File: src/rtl/quad_decode.sv
// -----------------------------------------------------------------------------
// quad_decode
//
// Quadrature encoder decoder with input synchronisation, per-channel glitch
// filtering, step decoding, a wrapping signed position counter and a sticky
// illegal-transition flag.
//
// Ports
//   clk_in      input              single clock for all logic
//   rst_in      input              asynchronous, active-low reset
//   a_in        input              encoder channel A (asynchronous to clk_in)
//   b_in        input              encoder channel B (asynchronous to clk_in)
//   enable_in   input              counting enable
//   err_clr_in  input              clears the sticky error flag
//   inc         output             one-cycle pulse per forward step
//   dec         output             one-cycle pulse per reverse step
//   position    output [POS_WIDTH] signed step count, two's complement, wraps
//   dir_out     output             direction of last counted step, 1 = forward
//   err_out     output             sticky illegal-transition flag
//
// Latency from a clean input edge to inc/dec is SYNC_STAGES + FILTER_CYCLES + 1.
// -----------------------------------------------------------------------------
module quad_decode #(
  parameter int SYNC_STAGES   = 2,
  parameter int FILTER_CYCLES = 4,
  parameter int POS_WIDTH     = 16
) (
  input  logic                        clk_in,
  input  logic                        rst_in,
  input  logic                        a_in,
  input  logic                        b_in,
  input  logic                        enable_in,
  input  logic                        err_clr_in,
  output logic                        inc,
  output logic                        dec,
  output logic signed [POS_WIDTH-1:0] position,
  output logic                        dir_out,
  output logic                        err_out
);

  localparam int             CNT_W    = $clog2(FILTER_CYCLES + 1);
  localparam logic [CNT_W-1:0] CNT_LAST = CNT_W'(FILTER_CYCLES - 1);

  // Position of an {A,B} code along the forward Gray sequence 00,01,11,10.
  function automatic logic [1:0] gray_idx(input logic [1:0] ab);
    logic [1:0] idx;
    case (ab)
      2'b00:   idx = 2'd0;
      2'b01:   idx = 2'd1;
      2'b11:   idx = 2'd2;
      default: idx = 2'd3;
    endcase
    return idx;
  endfunction

  // One step up or down; overflow wraps modulo 2^POS_WIDTH without a flag.
  function automatic logic signed [POS_WIDTH-1:0] wrap_step(
    input logic signed [POS_WIDTH-1:0] p,
    input logic                        up
  );
    return up ? (p + POS_WIDTH'(1)) : (p - POS_WIDTH'(1));
  endfunction

  // ---------------------------------------------------------------------------
  // Stage p0: input synchronisers. sync_vld_p0 fills with ones after reset so
  // the priming logic knows when the chain output reflects the real inputs.
  // ---------------------------------------------------------------------------
  logic [SYNC_STAGES-1:0] a_sync_p0;
  logic [SYNC_STAGES-1:0] b_sync_p0;
  logic [SYNC_STAGES-1:0] sync_vld_p0;
  logic [1:0]             ab_sync_p0;
  logic                   vld_p0;

  always_ff @(posedge clk_in or negedge rst_in) begin
    if (!rst_in) begin
      a_sync_p0   <= '0;
      b_sync_p0   <= '0;
      sync_vld_p0 <= '0;
    end else begin
      a_sync_p0   <= {a_sync_p0[SYNC_STAGES-2:0], a_in};
      b_sync_p0   <= {b_sync_p0[SYNC_STAGES-2:0], b_in};
      sync_vld_p0 <= {sync_vld_p0[SYNC_STAGES-2:0], 1'b1};
    end
  end

  assign ab_sync_p0 = {a_sync_p0[SYNC_STAGES-1], b_sync_p0[SYNC_STAGES-1]};
  assign vld_p0     = sync_vld_p0[SYNC_STAGES-1];

  // ---------------------------------------------------------------------------
  // Stage p1: per-channel stability filter. Bit 1 is channel A, bit 0 is B.
  // A channel's filtered value only follows the synchronised value after it
  // has differed for FILTER_CYCLES consecutive cycles.
  // ---------------------------------------------------------------------------
  logic [1:0]       ab_filt_p1;
  logic [CNT_W-1:0] filt_cnt_p1 [2];

  always_ff @(posedge clk_in or negedge rst_in) begin
    if (!rst_in) begin
      ab_filt_p1     <= '0;
      filt_cnt_p1[0] <= '0;
      filt_cnt_p1[1] <= '0;
    end else begin
      for (int ch = 0; ch < 2; ch++) begin
        if (ab_sync_p0[ch] == ab_filt_p1[ch]) begin
          filt_cnt_p1[ch] <= '0;
        end else if (filt_cnt_p1[ch] == CNT_LAST) begin
          ab_filt_p1[ch]  <= ab_sync_p0[ch];
          filt_cnt_p1[ch] <= '0;
        end else begin
          filt_cnt_p1[ch] <= filt_cnt_p1[ch] + 1'b1;
        end
      end
    end
  end

  // Step classification from the Gray-index distance between the filtered
  // code and the previously accepted one: +1 forward, -1 reverse, 2 illegal.
  logic [1:0] ab_state_p2;
  logic [1:0] delta_p1;
  logic       evt_p1;
  logic       fwd_p1;
  logic       rev_p1;
  logic       ill_p1;
  logic       settled_p1;
  logic       primed_p2;

  always_comb begin
    delta_p1   = gray_idx(ab_filt_p1) - gray_idx(ab_state_p2);
    evt_p1     = (ab_filt_p1 != ab_state_p2);
    fwd_p1     = evt_p1 && (delta_p1 == 2'd1);
    rev_p1     = evt_p1 && (delta_p1 == 2'd3);
    ill_p1     = evt_p1 && (delta_p1 == 2'd2);
    // Inputs have propagated through the synchronisers and both filters agree
    // with them, so the filtered code is a trustworthy reference.
    settled_p1 = vld_p0 && (ab_sync_p0 == ab_filt_p1);
  end

  // ---------------------------------------------------------------------------
  // Stage p2: state register, output pulses, position, direction, error.
  // Until primed, decode events only update the reference state; this keeps
  // the code seen at reset release from being counted or flagged.
  // ---------------------------------------------------------------------------
  logic                        inc_p2;
  logic                        dec_p2;
  logic signed [POS_WIDTH-1:0] pos_p2;
  logic                        dir_p2;
  logic                        err_p2;

  always_ff @(posedge clk_in or negedge rst_in) begin
    if (!rst_in) begin
      ab_state_p2 <= '0;
      primed_p2   <= 1'b0;
      inc_p2      <= 1'b0;
      dec_p2      <= 1'b0;
      pos_p2      <= '0;
      dir_p2      <= 1'b0;
      err_p2      <= 1'b0;
    end else begin
      inc_p2 <= 1'b0;
      dec_p2 <= 1'b0;

      if (evt_p1) begin
        ab_state_p2 <= ab_filt_p1;
      end

      if (!primed_p2 && settled_p1) begin
        primed_p2 <= 1'b1;
      end

      // Disabled steps still move the state register but are dropped here.
      if (primed_p2 && enable_in && (fwd_p1 || rev_p1)) begin
        inc_p2 <= fwd_p1;
        dec_p2 <= rev_p1;
        pos_p2 <= wrap_step(pos_p2, fwd_p1);
        dir_p2 <= fwd_p1;
      end

      // A new illegal step takes priority over a concurrent clear.
      if (primed_p2 && ill_p1) begin
        err_p2 <= 1'b1;
      end else if (err_clr_in) begin
        err_p2 <= 1'b0;
      end
    end
  end

  assign inc      = inc_p2;
  assign dec      = dec_p2;
  assign position = pos_p2;
  assign dir_out  = dir_p2;
  assign err_out  = err_p2;

endmodule

File: config.mk
export PLATFORM = sky130hd
export DESIGN_NAME = quad_decode
export DESIGN_NICKNAME = d
export VERILOG_FILES = /design/src/rtl/quad_decode.sv
export SDC_FILE = /design/constraint.sdc
export NUM_CORES = 1
export LEC_CHECK = 0
export CORE_UTILIZATION = 30
export CTS_CLUSTER_SIZE = 16
export DETAILED_ROUTE_END_ITERATION = 8
export DONT_BUFFER_PORTS = 1
export GPL_TIMING_DRIVEN = 0
export PLACE_DENSITY_LB_ADDON = 0.25
export SYNTH_ARGS = -nofsm -noshare
export SYNTH_HDL_FRONTEND = slang
export SYNTH_SLANG_ARGS = --single-unit
export TNS_END_PERCENT = 100
File: constraint.sdc
create_clock -name clk_in -period 8.2 [get_ports clk_in]
set_input_delay 1.64 -clock clk_in [delete_from_list [all_inputs] [get_ports clk_in]]
set_output_delay 1.64 -clock clk_in [all_outputs]
set_load 0.02 [all_outputs]
==> results of run 1 <==
logic make-up after synthesis:
family | after synthesis | synth area share
flip-flops | 37 | 0.429
AND/OR/NAND/NOR | 65 | 0.143
XOR/XNOR | 14 | 0.0632
AO/OA/AOI/OAI | 56 | 0.174
multiplexers | 5 | 0.0238
buffers and inverters | 17 | 0.0353
adder cells (fa/ha/maj) | 22 | 0.131
other | 1 | 0.00174
cell type report:
| cell class | count | area (um^2) |
|---|---|---|
| inverter | 10 | 37.5 |
| tap | 96 | 120 |
| clock buffer | 5 | 68.8 |
| buffer | 7 | 38.8 |
| sequential | 37 | 926 |
| multi-input combinational | 163 | 1160 |
| fill | 710 | 4490 |
| clock inverter | 2 | 35.0 |
state kept, by name, summed over array words and instances, names as in the netlist, 2 cells and up:
| name | cells |
|---|---|
| b_sync_p0 | 2 |
| ab_state_p2 | 2 |
| sync_vld_p0 | 2 |
| position | 16 |
| filt_cnt_p1 | 6 |
| ab_filt_p1 | 2 |
| a_sync_p0 | 2 |
cells in the final DEF (no fill, tap or decap), types with 2 or more instances in the layout:
cell type  count
a31oi_1        2
ha_1          21
clkbuf_8       5
mux2i_1        4
inv_1         10
and3_1         2
clkbuf_1       4
nor3b_1        2
nor2_1        16
nor3_1         8
nand4_1        2
xor2_1         6
nand2_1       23
o211a_1        2
nor2b_1        5
a21oi_1       10
xnor2_1        7
dfrtp_1       37
o21ai_0       16
o211ai_1       2
o21bai_1       2
a21o_1         5
a211oi_1       4
final timing paths:
path / depth (start not counted) / endpoint
worst max-delay path: 13 / position[14]
worst min-delay path: 0 / sync_vld_p0[1]
worst max register to register: 13 / position[14]
worst min register to register: 0 / sync_vld_p0[1]
max in group asynchronous: 0 / primed_p2
min in group asynchronous: 0 / position[3]
Yosys cell counts, types with 4 or more instances:
library cell	number
xor2_1	6
inv_1	10
ha_1	21
a21oi_1	10
nor3_1	8
a21o_1	5
clkbuf_1	4
nand2_1	23
nor2_1	16
o21ai_0	16
nor2b_1	5
a211oi_1	4
dfrtp_1	37
xnor2_1	7
mux2i_1	4
stage by stage:
stage,hold WS (ps),worst slack [ps],cell area [um^2]
after global placement,332,4050,2280
after CTS,353,3990,2380
after floorplan,331,4520,2160
after global routing,370,3750,2380
final,350,4050,2380
after detailed placement,336,4010,2280
routing by layer:
layer	wire, um	vias to the layer above	global-route usage	share of wire
met2	2000	28	0.213	0.45
met4	75	0	0.0545	0.017
li1	-	787	-	-
met5	0	-	0	0
met1	2150	764	0.182	0.48
met3	216	6	0.0333	0.049
critical path: stages, from the launching register on:
cell      delay, ps
dfrtp_1         450
inv_1            80
ha_1            300
ha_1            200
xnor3_1         400
or3b_1          650
inv_1           260
fa_1            470
nor2b_1         160
o31a_1          230
o221ai_1        220
a21oi_1         230
mux2i_1         240
o311ai_2        120
==> impl_metrics.yaml, run 1 <==
cts:
  postCtsSetupBuffers: 0
  tritoncts: "built"
  cts_buffers: 5
  cts.sinks: 37
  cts_resized: 0
  cts_max_level: 2
  clock_latency_ps: 290
  cts-root-buf: "clkbuf_8"
  holdBufCountCts: 0
  clk_pin_slew_worst_paths_ps: 80
  cts.path.max_buffers: 2
sta:
  rsz0062_at_grt: "false"
  period_minus_slack_ps: 4150
  tightest_slew_ps: 710
  fmax_mhz: 241
  hold_viol_final: 0
  final-setup-viol-count: 0
  max-slew-margin-rel: 0.526
  fin_tns_setup_ps: 0
  worst_clock_skew_ps: 6.29
  period_share: 0.506
  slew_violations: 0
yosys:
  synth_area_mm2: 0.00216
  synth_area_leaders: "dfrtp_1 (43%), ha_1 (12%), nand2_1 (4.0%)"
  synth_fp_nets: 245
  synth_edf_count: 0
  synth_cell_types: 49
  syn_inst: 217
  synth_top_cell_by_area: "dfrtp_1"
  ys_dominant_reg_cell: "dfrtp_1"
  synth_top_area_share: 0.429
  yosys_warnings: 0
  async_flop_share: 1.00
  seq_area_frac_synth: 0.429
  syn_area_per_cell_um2: 9.95
  synth-seq-cells: 37
layout:
  fin_cells: 320
  antenna_cells: 0
  final_nets: 252
  utilization: 0.347
  drive_gt1_frac: 0.0625
  areaGrowthSynthToFinish_pct: 10.4
floorplan:
  chipHeight_um: 86.8
  fp.dieW_um: 86.8
  initial_utilization: 0.314
  die_area_mm2: 0.00754
  placementRows: 30
  core-area_mm2: 0.00687
  top_level_ports: 26
critical_path:
  worstPathMaxFanout: 17
  worstPathArrival_ps: 4310
  setup.worst_path.start_class: "flop"
  startpoint: "ab_filt_p1[0]"
  endpoint_kind: "flop"
  r2r_slack_ps: 4050
  required_ps: 8370
  worstReg2RegStart: "ab_filt_p1[0]"
  path_class: "reg2reg"
grt:
  overflow: 0
  grt_pass1_vias: 1685
  grt_util_all_layers: 0.137
  grt_pass1_wl_um: 7960
  grt_max_degree: 38
  antenna_found_initial: 0
run_status:
  status: "completed"
min_path:
  hp-start: "sync_vld_p0[0]"
  hold_path.class: "reg2reg"
placed_design:
  hpwl_um: 3180
  numPortBuffers: 0
  dp_cells: 313
  gp_congestion: 0.776
routing:
  wire_per_inst_um: 13.9
  first_iter_violations: 85
  drt_pre_antenna_iters: 4
  via_count: 1585
  ant_nets: 0
  vias_per_cell: 4.95
  routed_wl_um: 4450
  drc: 0
job:
  maxCapViolations: 0
Power of run 1 is left out: the tool's default activity adds up to more than one toggle a clock period on the data nets, which glitch-free logic cannot reach.
==> run 2, diff against run 1 <==
clock period = 4.2 ns   (was 8.2 ns; I/O delays follow)
==> impl_metrics.yaml, run 2 (synthesized netlist as in run 1, its figures left out) <==
routing:
  wire_per_inst_um: 13.9
  drc: 0
  first_iter_violations: 84
  routed_wl_um: 4460
  drt_pre_antenna_iters: 4
  via_count: 1578
  ant_nets: 0
  vias_per_cell: 4.93
placed_design:
  numPortBuffers: 0
  gp_congestion: 0.776
  hpwl_um: 3180
grt:
  antenna_found_initial: 0
  grt_pass1_wl_um: 7960
  grt_max_degree: 38
  overflow: 0
  grt_util_all_layers: 0.137
  grt_pass1_vias: 1685
sta:
  hold_viol_final: 0
  final-setup-viol-count: 0
  slew_violations: 0
  rsz0062_at_grt: "false"
  tightest_slew_ps: 693
  max-slew-margin-rel: 0.534
  holdWs_ps: 234
  fmax_mhz: 260
  period_share: 0.915
  worst_clock_skew_ps: 6.42
  period_minus_slack_ps: 3840
  fin_tns_setup_ps: 0
floorplan:
  initial_utilization: 0.314
  die_area_mm2: 0.00754
  core-area_mm2: 0.00687
  fp.dieW_um: 86.8
  top_level_ports: 26
  chipHeight_um: 86.8
  placementRows: 30
critical_path:
  cp_slowest_cell: "or3b_4"
  worstReg2RegStart: "ab_filt_p1[0]"
  cp_cell_sequence: "inv_1 > ha_1 > ha_1 > xnor3_1 > or3b_4 > ha_1 > buf_4 > nand4_1 > or3b_2 > o211a_1 > a21oi_1 > mux2i_1 > nand4_1"
  cpMostUsedCell: "ha_1"
  setup.worst_path.start_class: "flop"
  slowest_delay_ps: 520
  r2r_end: "position[15]"
  path_class: "reg2reg"
  required_ps: 4360
  worstPathArrival_ps: 4010
  r2r_slack_ps: 360
  worstPathMaxFanout: 17
  endpoint_kind: "flop"
  ff2ff_path_depth: 13
layout:
  mostFrequentLayoutCell: "dfrtp_1"
  final_nets: 252
  antenna_cells: 0
  drive_gt1_frac: 0.0670
  largest_register_ffs: 16
  areaGrowthSynthToFinish_pct: 10.5
  layout_common_cells: "dfrtp_1 (37), nand2_1 (23), ha_1 (21)"
run_status:
  status: "completed"
min_path:
  hold_path.class: "in2async"
cts:
  cts_buffers: 5
  cts-root-buf: "clkbuf_8"
  cts.sinks: 37
  cts_max_level: 2
  clk_pin_slew_worst_paths_ps: 80
  cts.path.max_buffers: 2
  tritoncts: "built"
  postCtsSetupBuffers: 0
  clock_latency_ps: 290
  holdBufCountCts: 0
job:
  maxCapViolations: 0
[run 2: changes by cell type in the layout (fill, tap and decap cells not counted)]
| cell | before | now |
|---|---|---|
| or3b_1 | 1 | 0 |
| or3b_4 | 0 | 1 |
[run 2: cell type report]
cell class / count / area, um^2
Buffer: 7 / 38.8
Clock buffer: 5 / 68.8
Clock inverter: 2 / 35.0
Fill cell: 709 / 4480
Inverter: 10 / 37.5
Multi-Input combinational cell: 163 / 1160
Sequential cell: 37 / 926
Tap cell: 96 / 120
[run 2: per-stage QoR]
stage / utilization / instance area [um^2] / worst slack [ps] / std cells
after floorplan: - / 2160 / 523 / 217
after global placement: 0.332 / 2280 / 45.5 / 313
after detailed placement: 0.332 / 2280 / 10.7 / 313
after CTS: 0.347 / 2380 / 112 / 320
after global routing: 0.347 / 2390 / 117 / 320
final: 0.347 / 2390 / 355 / 320
[run 2: worst max-delay path by stage]
stage                        from            to  slack (ps)
floorplan           ab_filt_p1[0]  position[15]         520
global placement    ab_filt_p1[0]  position[14]          50
detailed placement  ab_filt_p1[0]  position[14]          10
CTS                 ab_filt_p1[0]  position[15]         110
global route        ab_filt_p1[0]  position[15]         120
finish              ab_filt_p1[0]  position[15]         360
[run 2: critical path: cells and delay by family, from the launching register on]
family / cells / cell delay [ps]
muxes: 1 / 200
buffers and inverters: 2 / 220
AOI/OAI and AO/OA: 2 / 360
adders and majority gates: 3 / 820
DFF: 1 / 450
and+or+nand+nor: 4 / 1250
xor gates and xnor gates: 1 / 420
[run 2: what timing repair did]
item / CTS / global route
setup endpoints to repair: 1 / 2
endpoints found under the hold margin: 0 / 0
resized for setup: 1 / 1
pin swaps: 0 / 0
[run 2: metal layers]
| layer | up-vias | wire, um | global-route usage |
|---|---|---|---|
| met1 | 759 | 2190 | 0.182 |
| met3 | 6 | 197 | 0.0333 |
| met2 | 26 | 1990 | 0.213 |
| met4 | 0 | 76 | 0.0545 |
| met5 | - | 0 | 0 |
| li1 | 787 | - | - |
Power of run 2 is left out for the same reason.
